### config.mk
export PLATFORM = sky130hd
export DESIGN_NAME = acc_csv_sgn
export DESIGN_NICKNAME = d
export VERILOG_FILES = /design/src/rtl/acc_pkg.sv /design/src/rtl/Add.sv /design/src/rtl/csa_row.sv /design/src/rtl/acc_csv_sgn.sv
export SDC_FILE = /design/constraint.sdc
export NUM_CORES = 1
export LEC_CHECK = 0
export BUFFER_PORTS_ARGS = -buffer_cell sky130_fd_sc_hd__buf_4
export CAP_MARGIN = 30
export CELL_PAD_IN_SITES_DETAIL_PLACEMENT = 1
export CELL_PAD_IN_SITES_GLOBAL_PLACEMENT = 2
export CORE_ASPECT_RATIO = 0.75
export CORE_MARGIN = 3
export CORE_UTILIZATION = 40
export CTS_BUF_LIST = sky130_fd_sc_hd__clkbuf_4
export DETAILED_ROUTE_END_ITERATION = 6
export PLACE_DENSITY_LB_ADDON = 0.1
export SYNTH_ARGS = -nofsm -noshare
export SYNTH_HDL_FRONTEND = slang
export SYNTH_HIERARCHICAL = 1
export SYNTH_SLANG_ARGS = --single-unit
### constraint.sdc
create_clock -name CLK -period 13.2 [get_ports CLK]
set_input_delay 1.32 -clock CLK [delete_from_list [all_inputs] [get_ports CLK]]
set_output_delay 1.32 -clock CLK [all_outputs]
set_load 0.01 [all_outputs]
### src/rtl/acc_pkg.sv
// Shared types and width/bound helpers for the signed carry-save
// frame accumulator.
package acc_pkg;

    typedef enum logic [1:0] {
        ACCUM,
        RESOLVE,
        HOLD
    } state_t;

    function automatic int width_i(input int wp, input int wn);
        return wp + wn;
    endfunction

    function automatic longint sat_max(input int wa);
        return (longint'(1) <<< (wa - 1)) - 1;
    endfunction

    function automatic longint sat_min(input int wa);
        return -(longint'(1) <<< (wa - 1));
    endfunction

endpackage

### src/rtl/Add.sv
// Carry-propagate adder, modulo 2^width; speed 0 is an explicit ripple
// chain, higher speeds leave the architecture to synthesis.
module Add #(
    parameter int width = 8,
    parameter int speed = 0
) (
    input  logic [width-1:0] A,
    input  logic [width-1:0] B,
    output logic [width-1:0] S
);

    generate
        if (speed == 0) begin : g_ripple
            logic [width-1:0] c;
            always_comb begin
                c = '0;
                for (int i = 0; i < width - 1; i++) begin
                    c[i+1] = (A[i] & B[i]) | (c[i] & (A[i] ^ B[i]));
                end
            end
            assign S = A ^ B ^ c;
        end else begin : g_fast
            assign S = A + B;
        end
    endgenerate

endmodule

### src/rtl/csa_row.sv
// One 3:2 compressor row: bitwise sum plus majority carry shifted
// left by one (MSB dropped, LSB zero).
module csa_row #(
    parameter int width = 8
) (
    input  logic [width-1:0] A,
    input  logic [width-1:0] B,
    input  logic [width-1:0] C,
    output logic [width-1:0] S,
    output logic [width-1:0] CS
);

    assign S = A ^ B ^ C;

    assign CS = {(A[width-2:0] & B[width-2:0]) |
                 (A[width-2:0] & C[width-2:0]) |
                 (B[width-2:0] & C[width-2:0]), 1'b0};

endmodule

### src/rtl/acc_csv_sgn.sv
// Signed frame accumulator: carry-save accumulate per beat, one
// resolve cycle at frame close, saturated result over valid/ready.
module acc_csv_sgn
    import acc_pkg::*;
#(
    parameter int widthP = 16,
    parameter int widthA = 24,
    parameter int widthN = 8,
    parameter int speed  = 0
) (
    input  logic              CLK,
    input  logic              RSTn,
    input  logic              IN_VALID,
    output logic              IN_READY,
    input  logic [widthP-1:0] IN_P,
    input  logic              IN_LAST,
    output logic              OUT_VALID,
    input  logic              OUT_READY,
    output logic [widthA-1:0] OUT_ACC,
    output logic [widthN-1:0] OUT_CNT,
    output logic              OUT_OVF
);

    localparam int WI = width_i(widthP, widthN);
    localparam logic [widthN-1:0] CNT_LAST = {{(widthN-1){1'b1}}, 1'b0};

    state_t state, state_nx;

    logic [WI-1:0]     as_q, ac_q, res_q;
    logic [WI-1:0]     ext, s_nx, c_nx, sum;
    logic [widthN-1:0] cnt_q, out_cnt_q;
    logic              accept, close;

    assign ext = {{widthN{IN_P[widthP-1]}}, IN_P};

    csa_row #(.width(WI)) u_csa (
        .A  (as_q),
        .B  (ac_q),
        .C  (ext),
        .S  (s_nx),
        .CS (c_nx)
    );

    Add #(.width(WI), .speed(speed)) u_add (
        .A (as_q),
        .B (ac_q),
        .S (sum)
    );

    assign IN_READY  = (state == ACCUM);
    assign OUT_VALID = (state == HOLD);
    assign accept    = IN_VALID & IN_READY;
    // Forced close when this beat brings the count to its maximum.
    assign close     = accept & (IN_LAST | (cnt_q == CNT_LAST));

    always_ff @(posedge CLK or negedge RSTn) begin
        if (!RSTn) state <= ACCUM;
        else       state <= state_nx;
    end

    always_comb begin
        state_nx = state;
        unique case (state)
            ACCUM:   if (close) state_nx = RESOLVE;
            RESOLVE: state_nx = HOLD;
            HOLD:    if (OUT_READY) state_nx = ACCUM;
            default: state_nx = ACCUM;
        endcase
    end

    always_ff @(posedge CLK or negedge RSTn) begin
        if (!RSTn) begin
            as_q      <= '0;
            ac_q      <= '0;
            cnt_q     <= '0;
            res_q     <= '0;
            out_cnt_q <= '0;
        end else if (accept) begin
            as_q  <= s_nx;
            ac_q  <= c_nx;
            cnt_q <= cnt_q + 1'b1;
        end else if (state == RESOLVE) begin
            res_q     <= sum;
            out_cnt_q <= cnt_q;
            as_q      <= '0;
            ac_q      <= '0;
            cnt_q     <= '0;
        end
    end

    assign OUT_CNT = out_cnt_q;

    generate
        if (widthA >= WI) begin : g_wide
            assign OUT_ACC = widthA'($signed(res_q));
            assign OUT_OVF = 1'b0;
        end else begin : g_sat
            localparam logic signed [WI-1:0] MAXP = WI'(sat_max(widthA));
            localparam logic signed [WI-1:0] MINN = WI'(sat_min(widthA));
            logic hi, lo;
            assign hi = $signed(res_q) > MAXP;
            assign lo = $signed(res_q) < MINN;
            assign OUT_ACC = hi ? MAXP[widthA-1:0] :
                             lo ? MINN[widthA-1:0] : res_q[widthA-1:0];
            assign OUT_OVF = hi | lo;
        end
    endgenerate

endmodule

==> results of run 1 <==
-- state kept, by name, summed over array words and instances (netlist names) --
register / flops
ac_q: 24
OUT_CNT: 8
OUT_ACC: 24
as_q: 24
cnt_q: 8
state: 2
-- cells in the final DEF, fill, tap and decap left out --
cell / synthesis / routed
a31oi_1: 2 / 2
a41oi_1: 2 / 2
and3_1: 1 / 1
buf_16: 0 / 1
buf_4: 2 / 57
bufinv_16: 0 / 1
clkbuf_4: 0 / 12
clkinv_1: 0 / 2
clkinv_2: 0 / 1
conb_1: 2 / 2
dfrtp_1: 90 / 90
fa_1: 45 / 45
ha_1: 3 / 3
inv_1: 7 / 7
mux2_2: 31 / 31
mux2i_1: 4 / 4
nand2_1: 108 / 108
nand2b_1: 2 / 1
nand2b_4: 0 / 1
nand3_1: 51 / 51
nand4_1: 2 / 2
nor2_1: 1 / 1
nor3_1: 1 / 1
nor3b_2: 0 / 1
nor4_4: 1 / 1
o21a_1: 1 / 1
o21ai_0: 4 / 4
o21ai_1: 1 / 1
or3b_2: 0 / 1
xor3_1: 2 / 2
-- cell type report --
class	instances	area [um^2]	area share, %
clock inverter	4	42.5	0.812
timing repair buffer	58	455	8.70
clock buffer	12	90.1	1.72
inverter	7	26.3	0.502
multi-input combinational	266	2200	41.9
sequential	90	2250	43.0
tap	140	175	3.34
-- worst max-delay path: cells and delay by family (launching register included) --
| kind | cells | cell delay, ps |
|---|---|---|
| xor gates and xnor gates | 1 | 380 |
| adders and majority gates | 23 | 8630 |
| buffers and inverters | 2 | 120 |
| DFF | 1 | 440 |
| muxes | 1 | 260 |
-- worst max path at each step --
stage,startpoint,to,slack (ps),cells after the start
finish,as_q[0],OUT_ACC[23],3280,27
global route,as_q[0],OUT_ACC[23],2910,27
CTS,as_q[0],OUT_ACC[23],3170,27
detailed placement,as_q[0],OUT_ACC[23],3200,27
global placement,as_q[0],OUT_ACC[23],3440,27
floorplan,as_q[0],OUT_ACC[23],3710,27
-- routing by layer --
layer | vias up | GRT usage [%]
li1 | 1351 | -
met1 | 1523 | 23.3
met2 | 38 | 25.1
met3 | 7 | 4.23
met4 | 0 | 4.31
met5 | - | 0
-- power groups by stage --
stage	Combinational (mW)	Sequential, mW	Clock, mW
after global routing	0.479	0.535	0.173
after CTS	0.420	0.515	0.161
after detailed placement	0.417	0.520	0
final	0.407	0.509	0.152
after global placement	0.403	0.512	0
after floorplan	0.240	0.510	0
-- cell families (layout without fill, tap and decap cells) --
| logic type | after synthesis | count (layout) | synth area share (%) |
|---|---|---|---|
| compound gates | 10 | 10 | 1.37 |
| xor+xnor | 2 | 2 | 1.04 |
| fa+ha+maj | 48 | 48 | 20.5 |
| buf+inv | 31 | 81 | 3.22 |
| flops | 90 | 90 | 49.1 |
| mux | 35 | 35 | 8.49 |
| other cells | 2 | 2 | 0.164 |
| simple gates | 169 | 169 | 16.1 |
==> flow_metrics.tcl, run 1 <==
set metrics [dict create \
    antenna_cells 0 \
    stdcell_count 577 \
    nNetsFinal 501 \
    vias 2919 \
    dr_wl_met3_um 321 \
    vdd_drop_max_mv 0.0706 \
    end_kind "register" \
    critical_path_required_ps 13530 \
    whs_path_depth 2 \
    fillers 1168 \
    ant_nets 0 \
    place_congestion 0.714 \
    swShare_pct 37.8 \
    drv_cap 0 \
    crit_type "reg -> reg" \
    dr.max_layer_used "met4" \
    clock-sinks 90 \
    fp.dieW_um 130 \
    min_period_over_period_pct 75.2 \
    synth-seq-cells 90 \
    worst_setup_path_start_kind "register" \
    dieArea_um2 12800 \
    ctsHoldBuffers 0 \
    total_power_mw 1.07 \
    grt_max_degree 69 \
    max_freq_mhz 101 \
    grt_usage_pct 16.3 \
    holdCritPathClass "reg -> reg" \
    cts_setup_buffers 0 \
    grt_pass1_vias 3159 \
    critical-path-max-stage-delay_ps 440 \
    power.clock.fraction_pct 14.2 \
    rows 33 \
    fp.coreArea_um2 11100 \
    fin_ws_ps 3280 \
    intPower_mw 0.665 \
    powerDensity_nw_per_um2 204 \
    arrival_ps 10250 \
    fin_worst_skew_ps 15.8 \
    grt_pass1_wl_um 16200 \
    whs_endpoint "OUT_CNT[0]" \
    synthMostInstantiatedCell "nand2_1" \
    synth_area_um2 4580 \
    cp_slowest_cell "dfrtp_1" \
    tns_ps 0 \
    cts_buffers 9 \
    overflow 0 \
    relSlewSlack_pct 58.3 \
    area_growth_pct 14.3 \
    synth_top_area_share_pct 49.1 \
    drv_slew 0 \
    placed_area_um2 5100 \
    worstSkewPairLatency_ps 430 \
    die_y_um 98.7 \
    wl_met1_um 4510 \
    drt_pre_antenna_iters 4 \
    seq_area_frac_synth_pct 49.1 \
    synth.net_count 456 \
    drive_gt1_share_pct 24.5 \
    synth_cell_types 28 \
    wl_met2_um 4500 \
    fin_area_um2 5240 \
    wl_per_cell_um 16.4 \
    ctsHtreeMaxLevel 3 \
    r2r_cells 27 \
    cts_tree "yes" \
    synth_edf_count 0 \
    hold_viol 0 \
    yosys_warnings 6 \
    netlist_instances 387 \
    port_buffers 54 \
    final_core_util_pct 47.3 \
    clockRootBuffer "clkbuf_4" \
    drc 0 \
    setup_viol 0 \
    routed_wl_um 9440 \
    timing.hold.ws_ps 522 \
    cts_resized 0 \
    synthArstFlopShare_pct 100 \
    status "complete, no violations" \
    pwr-share-comb_pct 38.1 \
    reg2reg_slack_ps 3280 \
    fin_crit_ps 9920 \
    place_inst 561 \
    avgSynthCellArea_um2 11.8 \
    grt_antenna_before_repair 0 \
    ys_top_cells_by_area "dfrtp_1 (49%), fa_1 (20%), nand2_1 (8.8%)" \
    r2r_start "as_q[0]" \
    path_clk_slew_ps 130 \
    dp_hpwl_um 6420 \
    synth_top_cell_by_area "dfrtp_1" \
    r2r-end "OUT_ACC[23]" \
    crit_fanout 3 \
    cpMostUsedCell "fa_1" \
    power_leakage_nw 2.68 \
    viasPerCell 5.06 \
    rsz0062_at_grt "no" \
    ys.flop_type "dfrtp_1" \
    min-delay-start "OUT_CNT[0]" \
    tightest_slew_ps 625 \
    place_ws_ps 3200 \
    top_level_ports 56 \
    start_util_pct 41.4 \
    pwr-share-seq_pct 47.6 \
    first_iter_violations 87 \
    switching_power_mw 0.403 \
    cts_max_path_buffers 2 \
    synth_common_cells "nand2_1 (108), dfrtp_1 (90), nand3_1 (51)" \
]
(Power assumes the default switching activity.)
==> run 2, diff against run 1 <==
==> constraint.sdc (replaced) <==
create_clock -name CLK -period 10.2 [get_ports CLK]
set_input_delay 1.02 -clock CLK [delete_from_list [all_inputs] [get_ports CLK]]
set_output_delay 1.02 -clock CLK [all_outputs]
set_load 0.01 [all_outputs]
==> flow_metrics.tcl, run 2 (synthesis gave the netlist of run 1 again) <==
set metrics [dict create \
    clockRootBuffer "clkbuf_4" \
    fin_worst_skew_ps 8.33 \
    cts_tree "yes" \
    mostFrequentLayoutCells "nand2_1 (108), dfrtp_1 (90), buf_4 (58)" \
    final_common_cell "nand2_1" \
    crit_type "reg -> reg" \
    first_iter_violations 158 \
    power_leakage_nw 2.67 \
    crit_end "OUT_ACC[23]" \
    r2r_start "ac_q[0]" \
    wl_per_cell_um 16.4 \
    fp.coreArea_um2 11100 \
    area_growth_pct 13.9 \
    fin_crit_ps 9910 \
    antenna_cells 0 \
    drt_pre_antenna_iters 4 \
    ctsHtreeMaxLevel 3 \
    grt_pass1_vias 3089 \
    timing.hold.ws_ps 521 \
    relSlewSlack_pct 57.4 \
    fillers 1176 \
    regArea_um2 2250 \
    dp_hpwl_um 6410 \
    grt_usage_pct 16.2 \
    r2r-end "OUT_ACC[23]" \
    clock-sinks 90 \
    grt_max_degree 69 \
    end_kind "register" \
    nNetsFinal 502 \
    powerDensity_nw_per_um2 261 \
    ant_nets 0 \
    vdd_drop_max_mv 0.104 \
    rsz0062_at_grt "no" \
    tns_ps 0 \
    reg2reg_slack_ps 290 \
    max_freq_mhz 101 \
    overflow 0 \
    grt_antenna_before_repair 0 \
    critical_path_required_ps 10530 \
    arrival_ps 10240 \
    r2r_cells 27 \
    min_period_over_period_pct 97.2 \
    drc 0 \
    drv_slew 0 \
    path_clk_slew_ps 130 \
    ctsHoldBuffers 0 \
    grt_pass1_wl_um 16100 \
    cts_buffers 9 \
    viasPerCell 5.03 \
    rows 33 \
    fp.dieW_um 130 \
    hold_viol 0 \
    crit_fanout 3 \
    dieArea_um2 12800 \
    drv_cap 0 \
    routed_wl_um 9510 \
    port_buffers 54 \
    cts_max_path_buffers 2 \
    setup_viol 0 \
    status "complete, no violations" \
    worstSkewPairLatency_ps 430 \
    vias 2909 \
    tightest_slew_ps 640 \
    worst_setup_path_start_kind "register" \
    die_y_um 98.7 \
    start_util_pct 41.4 \
    holdCritPathClass "reg -> reg" \
    top_level_ports 56 \
    startpoint "ac_q[0]" \
    cts_resized 0 \
    drive_gt1_share_pct 24.9 \
    multiInputGateArea_um2 2200 \
    place_congestion 0.714 \
]
-- run 2: changes by cell type in the layout (fill, tap and decap cells not counted) --
cell,change
buf_4,+1
bufinv_16,-1
clkinv_1,-1
clkinv_2,+2
-- run 2: metal layers --
metal	vias to the layer above	global-route usage, %	wire, um
met5	-	0	0
met4	0	3.83	87
met3	9	4.12	317
met2	42	23.6	4410
met1	1510	24.4	4690
li1	1348	-	-
-- run 2: how the worst min path moves through the flow --
| stage | slack [ps] | endpoint | from | cells past startpoint |
|---|---|---|---|---|
| global route | 540 | OUT_ACC[5] | OUT_ACC[5] | 1 |
| finish | 520 | cnt_q[7] | cnt_q[7] | 1 |
| global placement | 470 | OUT_CNT[0] | OUT_CNT[0] | 2 |
| CTS | 520 | cnt_q[7] | cnt_q[7] | 1 |
| detailed placement | 500 | OUT_ACC[5] | OUT_ACC[5] | 1 |
| floorplan | 460 | cnt_q[6] | cnt_q[6] | 1 |
-- run 2: timing repair --
item / in CTS / in global routing
endpoints found under the hold margin: 0 / 0
setup buffers: 0 / 1
endpoints found under the setup margin: 0 / 1
-- run 2: metrics by stage --
stage / utilization [%] / cell area (um^2) / std cells / setup WS [ps] / total power, mW
floorplan: - / 4580 / 387 / 712 / 0.970
global placement: 45.9 / 5080 / 560 / 439 / 1.18
detailed placement: 46.1 / 5100 / 561 / 222 / 1.22
CTS: 47.1 / 5210 / 577 / 189 / 1.40
global route: 47.2 / 5220 / 578 / 6.26 / 1.52
finish: 47.2 / 5220 / 578 / 287 / 1.36
-- run 2: worst max-delay path: stages (launching register included) --
cell and delay (ps):
dfrtp_1 440, ha_1 210, fa_1 400, fa_1 410, fa_1 400, fa_1 410, fa_1 390, fa_1 390
fa_1 390, fa_1 400, fa_1 400, fa_1 390, fa_1 390, fa_1 390, fa_1 390, fa_1 420
fa_1 400, fa_1 390, fa_1 390, fa_1 390, fa_1 360, inv_1 70, fa_1 150, inv_1 50
fa_1 370, fa_1 390, xor3_1 380, mux2_2 260
-- run 2: power by group --
group          switching (mW)  total [mW]  internal [mW]
logic                   0.250       0.534          0.284
clock network           0.115       0.171         0.0567
registers               0.160       0.658          0.498
total                   0.525        1.36          0.839
-- run 2: layout make-up --
class | count | area share [%]
Clock buffer | 12 | 1.73
Clock inverter | 4 | 0.359
Inverter | 7 | 0.503
Multi-Input combinational cell | 266 | 42.1
Sequential cell | 90 | 43.1
Tap cell | 140 | 3.35
Timing Repair Buffer | 59 | 8.87
==> run 3, diff against run 2 <==
--- a/config.mk
+++ b/config.mk
@@ -5,6 +5,7 @@
 export SDC_FILE = /design/constraint.sdc
 export NUM_CORES = 1
 export LEC_CHECK = 0
+export ABC_AREA = 1
 export BUFFER_PORTS_ARGS = -buffer_cell sky130_fd_sc_hd__buf_4
 export CAP_MARGIN = 30
 export CELL_PAD_IN_SITES_DETAIL_PLACEMENT = 1
==> flow_metrics.tcl, run 3 <==
set metrics [dict create \
    grt_pass1_vias 3257 \
    drv_cap 0 \
    first_iter_violations 122 \
    powerDensity_nw_per_um2 257 \
    routed_wl_um 9630 \
    crit_buf_inv 2 \
    worst_setup_path_start_kind "register" \
    grtUsageMet3_pct 3.81 \
    place_inst 606 \
    viasPerCell 4.69 \
    rsz0062_at_grt "no" \
    ys.flop_type "dfrtp_1" \
    synth_area_um2 4660 \
    min_period_over_period_pct 96.1 \
    end_kind "register" \
    path_clk_slew_ps 140 \
    placed_area_um2 5150 \
    tns_ps 0 \
    place_congestion 0.766 \
    nNetsFinal 546 \
    clock-sinks 90 \
    cts_tree "yes" \
    cts_setup_buffers 0 \
    grt_pass1_wl_um 16600 \
    pwr-share-comb_pct 38.4 \
    drc 0 \
    relSlewSlack_pct 38.5 \
    drt_pre_antenna_iters 4 \
    area_growth_pct 13.5 \
    dp_hpwl_um 6700 \
    path_delay_family "adder cells" \
    cts_resized 0 \
    synthMuxAreaShare_pct 8.30 \
    port_buffers 54 \
    final_common_cell "nand2_1" \
    synth_top_family_by_area "adder cells" \
    ctsHtreeMaxLevel 3 \
    grt_antenna_before_repair 0 \
    ant_nets 0 \
    setup_viol 0 \
    synth_edf_count 0 \
    synthMostInstantiatedCell "nand2_1" \
    vdd_drop_max_mv 0.0998 \
    timing.hold.ws_ps 483 \
    wl_per_cell_um 15.5 \
    hold_viol 0 \
    fillers 1236 \
    vias 2918 \
    final_core_util_pct 47.4 \
    use_met2_pct 25.4 \
    stdcell_count 622 \
    synthArstFlopShare_pct 100 \
    synthAdderAreaFrac_pct 20.2 \
    swShare_pct 37.6 \
    holdCritPathClass "in -> async" \
    mostFrequentLayoutCells "nand2_1 (181), dfrtp_1 (90), buf_4 (57)" \
    die_y_um 99.4 \
    fin_area_um2 5290 \
    netlist_instances 425 \
    fin_worst_skew_ps 16.6 \
    synth.net_count 494 \
    synthSimpleGateAreaFrac_pct 16.8 \
    synth_compound_area_share_pct 1.83 \
    cpMostUsedCell "fa_1" \
    top_level_ports 56 \
    intPower_mw 0.847 \
    arrival_ps 10140 \
    synth_top_area_share_pct 48.4 \
    clockRootBuffer "clkbuf_4" \
    fin_crit_ps 9800 \
    status "complete, no violations" \
    yosys_warnings 6 \
    tightest_slew_ps 922 \
    critical-path-max-stage-delay_ps 440 \
    ctsHoldBuffers 0 \
    max_freq_mhz 102 \
    drive_gt1_share_pct 21.4 \
    power_leakage_nw 2.83 \
    power.clock.fraction_pct 14.7 \
    pwr-share-seq_pct 46.9 \
    synth_cell_types 21 \
    grt_usage_pct 16.6 \
    synth_top_cell_by_area "dfrtp_1" \
    drv_slew 0 \
    cts_buffers 9 \
    dieArea_um2 13000 \
    worstSkewPairLatency_ps 460 \
    reg2reg_slack_ps 400 \
    use_met1_pct 23.6 \
    synth-seq-cells 90 \
    cp_slowest_cell "dfrtp_1" \
    fp.dieW_um 131 \
    busiest_layer "met2" \
    fp.coreArea_um2 11100 \
    crit_fanout 3 \
    cts_max_path_buffers 2 \
    antenna_cells 0 \
    start_util_pct 41.8 \
    critical_path_required_ps 10540 \
    synthXorXnorAreaFrac_pct 0 \
    synth_common_cells "nand2_1 (181), dfrtp_1 (90), fa_1 (45)" \
    switching_power_mw 0.511 \
    overflow 0 \
    rows 33 \
    crit_type "reg -> reg" \
    grt_max_degree 58 \
    avgSynthCellArea_um2 11.0 \
    ys_top_cells_by_area "dfrtp_1 (48%), fa_1 (19%), nand2_1 (15%)" \
    seq_area_frac_synth_pct 48.4 \
]
[run 3: cell types whose count changed in the layout (fill, tap and decap cells not counted), moves of 16 or more]
cell	previous run	this run
mux2_4	0	25
mux2_2	31	1
inv_1	7	23
nand3_1	51	10
nand2_1	108	181
[run 3: area by class of cell]
cell class	instances	area [um^2]	share of cell area, %
well taps	140	175	3.31
flip-flops and latches	90	2250	42.6
clock inverters	6	57.6	1.09
repair buffers	57	428	8.10
multi-input cells	295	2210	41.8
inverters	24	90.1	1.70
clock buffers	10	75.1	1.42
[run 3: worst register-to-register path, delay by kind of cell, from the launching register on]
kind | cells | cell delay (ps)
fa+ha+maj | 23 | 8730
flops | 1 | 440
mux | 1 | 250
simple gates | 2 | 150
buf+inv | 2 | 120
[run 3: worst paths after layout]
check | startpoint | end | cells after the start
worst max-delay path | as_q[0] | OUT_ACC[23] | 28
worst min-delay path | RSTn | OUT_CNT[3] | 1
worst max register to register | as_q[0] | OUT_ACC[23] | 28
worst min register to register | OUT_CNT[4] | OUT_CNT[4] | 2
max in group asynchronous | RSTn | ac_q[20] | 2
min in group CLK | OUT_CNT[4] | OUT_CNT[4] | 2
[run 3: routing by layer]
metal | part of all wire (%) | wire (um)
met1 | 49 | 4740
met4 | 1.3 | 121
met2 | 47 | 4480
met3 | 3.0 | 289
met5 | 0 | 0
[run 3: through the flow]
stage	power, mW	setup slack, ps
2_1_floorplan	0.961	923
3_5_place_dp	1.18	392
4_1_cts	1.39	333
6_report	1.36	398
5_1_grt	1.50	72.8
3_3_place_gp	1.15	554
[run 3: power groups by stage]
stage	Combinational, mW	Sequential (mW)	Clock [mW]
after floorplan	0.320	0.641	0
after global placement	0.510	0.641	0
after detailed placement	0.532	0.649	0
after CTS	0.537	0.642	0.211
after global routing	0.605	0.666	0.228
final	0.522	0.637	0.199
[run 3: cells by family after synthesis]
group | after synthesis
AO/OA/AOI/OAI | 16
adder cells (fa/ha/maj) | 48
buffers and inverters | 40
flip-flops | 90
multiplexers | 26
other | 2
AND/OR/NAND/NOR | 203
